## config.mk

```make
export PLATFORM = sky130hd
export DESIGN_NAME = alu_writeback_stage
export DESIGN_NICKNAME = d
export VERILOG_FILES = /design/src/rtl/alu_writeback_stage.sv
export SDC_FILE = /design/constraint.sdc
export NUM_CORES = 1
export LEC_CHECK = 0
export ABC_AREA = 1
export BUFFER_PORTS_ARGS = -buffer_cell sky130_fd_sc_hd__buf_2
export CORE_MARGIN = 2
export CORE_UTILIZATION = 42
export DETAILED_ROUTE_END_ITERATION = 10
export PLACE_DENSITY = 0.73
export SYNTH_ARGS = -nofsm -noshare
export SYNTH_HDL_FRONTEND = slang
export SYNTH_SLANG_ARGS = --single-unit
```

## constraint.sdc

```tcl
create_clock -name clk -period 2.07 [get_ports clk]
set_clock_uncertainty 0.05 [all_clocks]
set_input_delay 0 -clock clk [delete_from_list [all_inputs] [get_ports clk]]
set_output_delay 0 -clock clk [all_outputs]
set_load 0.05 [all_outputs]
```

## src/rtl/alu_writeback_stage.sv

```systemverilog
// Writeback stage behind the ALU: one-entry holding register that retires into the
// register file, the N/Z/P condition code and branch resolution. Optional macro: ALU_WB_BYPASS_EN.
module alu_writeback_stage #(
   parameter int DATA_W = 8,
   parameter int PC_W   = 6,
   parameter int REG_AW = 3
) (
   input  logic              clk,
   input  logic              rst_n,
   input  logic              in_valid,
   output logic              in_ready,
   input  logic [DATA_W-1:0] in_result,
   input  logic              in_neg,
   input  logic              in_zero,
   input  logic              in_pos,
   input  logic [REG_AW-1:0] in_dest,
   input  logic              in_reg_we,
   input  logic              in_set_cc,
   input  logic              in_is_br,
   input  logic [2:0]        in_br_mask,
   input  logic [PC_W-1:0]   in_br_target,
   output logic              rf_we,
   output logic [REG_AW-1:0] rf_waddr,
   output logic [DATA_W-1:0] rf_wdata,
   input  logic              rf_ready,
   output logic [2:0]        cc_nzp,
   output logic              br_taken,
   output logic [PC_W-1:0]   br_target,
   output logic              cc_err
`ifdef ALU_WB_BYPASS_EN
   ,
   output logic              byp_valid,
   output logic [REG_AW-1:0] byp_dest,
   output logic [DATA_W-1:0] byp_data
`endif
);

   typedef enum logic {IDLE, HOLD} state_t;

   state_t              state;
   logic [DATA_W-1:0]   result_p0;
   logic [2:0]          flags_p0;
   logic [REG_AW-1:0]   dest_p0;
   logic                reg_we_p0;
   logic                set_cc_p0;
   logic                is_br_p0;
   logic [2:0]          br_mask_p0;
   logic [PC_W-1:0]     br_target_p0;

   logic vld_p0;
   logic retire;
   logic accept;
   logic take;

   function automatic logic is_onehot(input logic [2:0] f);
      return (f == 3'b001) || (f == 3'b010) || (f == 3'b100);
   endfunction

   // Malformed ALU flags fall back to a code derived from the result itself.
   function automatic logic [2:0] cc_from(input logic [DATA_W-1:0] r, input logic [2:0] f);
      if (is_onehot(f))
         return f;
      return {r[DATA_W-1], (r == '0), (!r[DATA_W-1] && (r != '0))};
   endfunction

   assign vld_p0   = (state == HOLD);
   assign retire   = vld_p0 && (!reg_we_p0 || rf_ready);
   assign in_ready = (state == IDLE) || retire;
   assign accept   = in_valid && in_ready;
   assign take     = retire && is_br_p0 && |(br_mask_p0 & cc_nzp);

   assign rf_we    = vld_p0 && reg_we_p0;
   assign rf_waddr = dest_p0;
   assign rf_wdata = result_p0;

`ifdef ALU_WB_BYPASS_EN
   assign byp_valid = vld_p0 && reg_we_p0;
   assign byp_dest  = dest_p0;
   assign byp_data  = result_p0;
`endif

   // Stage p0: holding entry (data only, qualified by state)
   always_ff @(posedge clk) begin
      if (accept) begin
         result_p0    <= in_result;
         flags_p0     <= {in_neg, in_zero, in_pos};
         dest_p0      <= in_dest;
         reg_we_p0    <= in_reg_we;
         set_cc_p0    <= in_set_cc;
         is_br_p0     <= in_is_br;
         br_mask_p0   <= in_br_mask;
         br_target_p0 <= in_br_target;
      end
   end

   // Stage p1: control state, condition code and branch outcome
   always_ff @(posedge clk or negedge rst_n) begin
      if (!rst_n) begin
         state     <= IDLE;
         cc_nzp    <= 3'b010;
         cc_err    <= 1'b0;
         br_taken  <= 1'b0;
         br_target <= '0;
      end else begin
         br_taken <= take;
         if (take)
            br_target <= br_target_p0;
         if (retire && set_cc_p0) begin
            cc_nzp <= cc_from(result_p0, flags_p0);
            if (!is_onehot(flags_p0))
               cc_err <= 1'b1;
         end
         case (state)
            IDLE:    if (accept) state <= HOLD;
            HOLD:    if (retire && !accept) state <= IDLE;
            default: state <= IDLE;
         endcase
      end
   end

endmodule

```

==> results of run 1 <==
## what timing repair did
action,CTS,global route
hold buffers,29,0
setup endpoints to repair,0,0
hold endpoints to repair,39,0
## worst max path at each step
stage,from,to,slack (ns),depth (start not counted)
finish,reg_we_p0$_DFFE_PP_,rf_wdata[5]$_DFFE_PP_,0.64,4
global route,reg_we_p0$_DFFE_PP_,rf_waddr[0]$_DFFE_PP_,0.54,4
CTS,reg_we_p0$_DFFE_PP_,br_target_p0[0]$_DFFE_PP_,0.61,4
detailed placement,reg_we_p0$_DFFE_PP_,rf_waddr[2]$_DFFE_PP_,0.66,4
global placement,reg_we_p0$_DFFE_PP_,rf_wdata[5]$_DFFE_PP_,0.73,4
floorplan,reg_we_p0$_DFFE_PP_,br_mask_p0[0]$_DFFE_PP_,0.16,3
## layout by cell type (no fill, tap or decap), drive strengths merged
cell,synthesis,final
o21ai,1,1
dfrtp,11,11
clkinv,2,2
buf,0,54
nand3,4,4
a21oi,3,3
a21boi,2,2
o21bai,1,1
edfxtp,26,26
clkbuf,0,8
nand4,1,1
dlygate4sd3,0,29
nand2,38,38
dfstp,1,1
inv,7,7
nor2,4,4
## power by group through the flow
stage	combinational, mW	sequential, mW	clock [mW]
after floorplan	0.106	1.23	0
after global placement	0.492	0.978	0
after detailed placement	0.501	0.979	0
after CTS	0.544	0.964	0.372
after global routing	0.581	0.974	0.405
final	0.538	0.963	0.352
## cell families after synthesis
kind of cell | Yosys count | synth area share, %
DFF | 38 | 78.07
buffers and inverters | 9 | 2.797
and+or+nand+nor | 47 | 15.25
AOI/OAI and AO/OA | 7 | 3.881
## final cells by class
type | instances | area share (%)
Clock buffer | 8 | 2.372
Tap cell | 44 | 2.676
Multi-Input combinational cell | 54 | 13.08
Timing Repair Buffer | 83 | 27.37
Inverter | 9 | 1.886
Sequential cell | 38 | 52.62
## routing by layer
layer  vias to the layer above  wire (um)
li1                        522          -
met1                       479       1033
met2                        28       1397
met3                         5        148
met4                         0         53
met5                         -          0
## worst max-delay path, delay by kind of cell (launching register included)
family          cells  cell delay, ns
flops               1            0.45
compound gates      1            0.11
buf+inv             2            0.38
simple gates        1            0.10
## registers in the layout, indices dropped and copies added (netlist names), 3 cells and up
| signal | cells |
|---|---|
| br_mask_p0 | 3 |
| br_target | 6 |
| br_target_p0 | 6 |
| cc_nzp | 3 |
| flags_p0 | 3 |
| rf_waddr | 3 |
| rf_wdata | 8 |
==> reports/qor.yml, run 1 <==
grt_pass1_vias: 1003
status: "complete, no violations"
numCtsBuffers: 5
rsz0062_at_grt: "false"
firstDrtPassIters: 4
viasPerCell: 4.381
grt_use_total_pct: 16.41
synth_top_area_cell: "edfxtp_1"
wl_per_cell_um: 11.15
p_seq_share_pct: 52.0
place_ws_ns: 0.6604
multi_input_area_um2: 269.0
ys_ff_latch: 38
max_freq_mhz: 698.2
worst_ep_arrival_time_ns: 1.39
yosysTopAreaCellShare_pct: 56.32
final_util_pct: 66.29
initial_core_util_pct: 44.68
synth_edf_count: 26
root_buffer: "clkbuf_4"
fin_crit_sh_pct: 69.19
max_stage_delay_ns: 0.45
synth.distinct_cells: 20
ant_nets: 0
top_usage_layer: "met2"
crit_path_end_kind: "register"
cp_max_fo: 26
first_iter_violations: 26
worstReg2RegEnd: "rf_wdata[5]$_DFFE_PP_"
hold_ws_ns: 0.0006501
p_per_area_mw_per_mm2: 900.7
drive_gt1_share_pct: 36.46
regToRegSetupSlack_ns: 0.64
synthCells: 101
synthToLayoutAreaGrowth_pct: 48.38
cts_resized: 0
cap_viol_max_count: 0
drc: 0
diodes: 0
vdd_drop_max_mv: 0.4932
seq_area_mm2: 0.001082
hold_viol: 0
switching_power_mw: 0.6537
post_dp_cell_area_mm2: 0.001718
tritoncts: "done"
dp_hpwl_mm: 1.757
ys_async_sr_fraction_pct: 31.58
yosysSeqAreaShare_pct: 78.07
fin_crit_ns: 1.432
antenna_found_initial: 0
internal-power_mw: 1.199
io_buffers: 53
finalSetupViolCount: 0
gp_congestion: 0.7698
synth.most_common_cell: "nand2_1"
row_count: 20
cts_buffer_depth: 2
cp.required_ns: 2.03
worst_pin_slew_ns: 0.3330
post-cts-setup-buffer-count: 0
postSynthAreaPerCell_um2: 13.73
synth.cell_area_mm2: 0.001386
grt_first_pass_wirelength_mm: 4.202
ys_top_cells_by_count: "nand2_1, edfxtp_1, dfrtp_1"
wl_mm: 2.632
h-tree-depth: 2
gr-total-overflow: 0
clk_pin_slew_worst_paths_ns: 0.11
reg2regPathDepth: 4
vias: 1034
clk_latency_ns: 0.34
relSlewSlack_pct: 77.80
path_cells: "nand2_1 -> inv_2 -> a21oi_2 -> buf_4"
final_max_slew_viol_count: 0
sw_frac_of_total_pct: 35.28
core-area_mm2: 0.003103
synth_ff_type: "edfxtp_1"
grt_max_degree: 27
total_power_mw: 1.853
setup_ws_ns: 0.6377
dp_cells: 199
fillers: 254
use_met3_pct: 6.513
instances_no_fill: 236
fp.dieW_um: 61.45
fin_tns_setup_ns: 0
worstReg2RegStart: "reg_we_p0$_DFFE_PP_"
yosys_warnings: 0
min-delay-path-class: "input pin to async pin"
dieArea_mm2: 0.003776
crit_type: "register to register"
die_h_um: 61.45
synth_nets: 131
p_comb_share_pct: 29.0
use_met2_pct: 29.79
worstSetupStartpointType: "register"
nNetsFinal: 221
leakage_nw: 0.9550
slowest_stage: "edfxtp_1"
synthTopCellsByArea: "edfxtp_1, dfrtp_1, nand2_1"
power.clock.fraction_pct: 19.0
cts_num_sinks: 38
stdcell_area_mm2: 0.002057
io_pins: 54
met1_usage_pct: 16.50
Power figures use the tool's default switching activity.
==> run 2: changes to the inputs <==
==> constraint.sdc (replaced) <==
create_clock -name clk -period 1.3 [get_ports clk]
set_clock_uncertainty 0.05 [all_clocks]
set_input_delay 0 -clock clk [delete_from_list [all_inputs] [get_ports clk]]
set_output_delay 0 -clock clk [all_outputs]
set_load 0.05 [all_outputs]
==> reports/qor.yml, run 2 (same netlist as run 1, synthesis figures left out) <==
core-area_mm2: 0.003103  # unchanged
vdd_drop_max_mv: 0.7571  # +54%
grt_max_degree: 27  # unchanged
post_dp_cell_area_mm2: 0.001753  # +2.0%
h-tree-depth: 2  # unchanged
cap_viol_max_count: 0  # unchanged
drive_gt1_share_pct: 39.38  # +2.9 points
regToRegSetupSlack_ns: 0.01  # -0.62 ns
antenna_found_initial: 0  # unchanged
nNetsFinal: 222  # +0.45%
viasPerCell: 4.283  # -2.3%
row_count: 20  # unchanged
fp.dieW_um: 61.45  # unchanged
synthToLayoutAreaGrowth_pct: 53.70
clk_pin_slew_worst_paths_ns: 0.11  # about the same
fin_crit_sh_pct: 98.99  # +30 points
root_buffer: "clkbuf_4"
leakage_nw: 0.9871  # +3.4%
cts_buffer_depth: 2  # unchanged
routed-wl-met3_um: 150  # +1.4%
crit_start: "reg_we_p0$_DFFE_PP_"
worstSetupStartpointType: "register"
numCtsBuffers: 5  # unchanged
grt_use_total_pct: 17.25  # +0.83 points
grt_first_pass_wirelength_mm: 4.416  # +5.1%
rsz0062_at_grt: "true"
fin_tns_setup_ns: 0  # unchanged
tritoncts: "done"
wirelength_met1_mm: 1.200  # +16%
post-cts-setup-buffer-count: 0  # unchanged
grt_pass1_vias: 1006  # +0.30%
io_pins: 54  # unchanged
route.met2.wl_mm: 1.513  # +8.3%
io_buffers: 53  # unchanged
first_iter_violations: 22  # -15%
dp_hpwl_mm: 1.914  # +9.0%
diodes: 0  # unchanged
gr-total-overflow: 0  # unchanged
crit_path_end_kind: "register"
cp_max_fo: 26  # unchanged
stdcell_area_mm2: 0.002131  # +3.6%
wl_per_cell_um: 12.27  # +10%
initial_core_util_pct: 44.68  # unchanged
worst_pin_slew_ns: 0.2682  # -0.06474 ns
dieArea_mm2: 0.003776  # unchanged
final_common_cell: "buf_2"
largest_reg_flops: 8  # unchanged
vias: 1015  # -1.8%
top_layer: "met4"
crit_type: "register to register"
drc: 0  # unchanged
clk_latency_ns: 0.34  # about the same
p_per_area_mw_per_mm2: 1498  # +66%
max_freq_mhz: 777.1  # +11%
die_h_um: 61.45  # unchanged
hold_ws_ns: 0.003234  # +0.002584 ns
worst_ep_arrival_time_ns: 1.29  # -0.10 ns
ant_nets: 0  # unchanged
total_power_mw: 3.193  # +72%
cp.required_ns: 1.30  # -0.73 ns
final_max_slew_viol_count: 0  # unchanged
status: "complete, no violations"
cts_num_sinks: 38  # unchanged
layout_common_cells: "buf_2, nand2_1, dlygate4sd3_1, edfxtp_1, dfrtp_1"
firstDrtPassIters: 4  # unchanged
hold_viol: 0  # unchanged
relSlewSlack_pct: 82.12  # +4.3 points
fin_crit_ns: 1.287  # -0.1454 ns
gp_congestion: 0.7188  # -6.6%
worstReg2RegStart: "reg_we_p0$_DFFE_PP_"
wl_mm: 2.907  # +10%
min-delay-path-class: "input pin to async pin"
finalSetupViolCount: 0  # unchanged
==> run 2: layer usage <==
metal	GRT usage [%]	vias up
li1	-	519
met1	19.23	452
met2	29.48	40
met3	6.723	4
met4	7.295	0
met5	0	-
==> run 2: layout make-up <==
cell class,instances,area (um^2)
tap,44,55.05
sequential,38,1082
inverter,9,43.79
clock inverter,3,40.04
timing repair buffer,84,589.3
multi-input combinational,54,282.8
clock buffer,5,37.54
fill,265,972.2
==> run 2: critical path: stages (launching register included) <==
cell,delay [ns]
edfxtp_1,0.43
nand2_2,0.12
inv_6,0.04
a21oi_4,0.15
buf_12,0.19
==> run 2: path summary, 6_finish.rpt <==
check / endpoint / depth (start not counted)
min reg2reg: br_target[2]$_DFFE_PN0P_ / 2
min: cc_nzp[2]$_DFFE_PN0P_ / 2
max: br_target_p0[1]$_DFFE_PP_ / 4
max reg2reg: br_target_p0[1]$_DFFE_PP_ / 4
max in group asynchronous: cc_nzp[1]$_DFFE_PN1P_ / 2
min in group clk: br_mask_p0[1]$_DFFE_PP_ / 2
==> run 2: power by group <==
group          switching, mW  leakage [nW]  total, mW  internal [mW]
logic                  0.629         0.547      0.878          0.250
registers             0.0785         0.396       1.53           1.46
clock network          0.382        0.0450      0.780          0.398
==> run 2: timing repair <==
| action | CTS | global route |
|---|---|---|
| hold endpoints to repair | 39 | 0 |
| gates resized for setup | 1 | 2 |
| hold buffers | 29 | 0 |
| pin swaps | 0 | 3 |
| setup endpoints to repair | 1 | 35 |
==> run 2: stage by stage <==
stage | instances | util, % | setup slack, ns
after floorplan | 101 | - | -0.2625
after global placement | 200 | 56.49 | 0.07490
after detailed placement | 200 | 56.49 | 0.02182
after CTS | 237 | 68.43 | 0.01175
after global routing | 237 | 68.67 | -0.02237
final | 237 | 68.67 | 0.01311
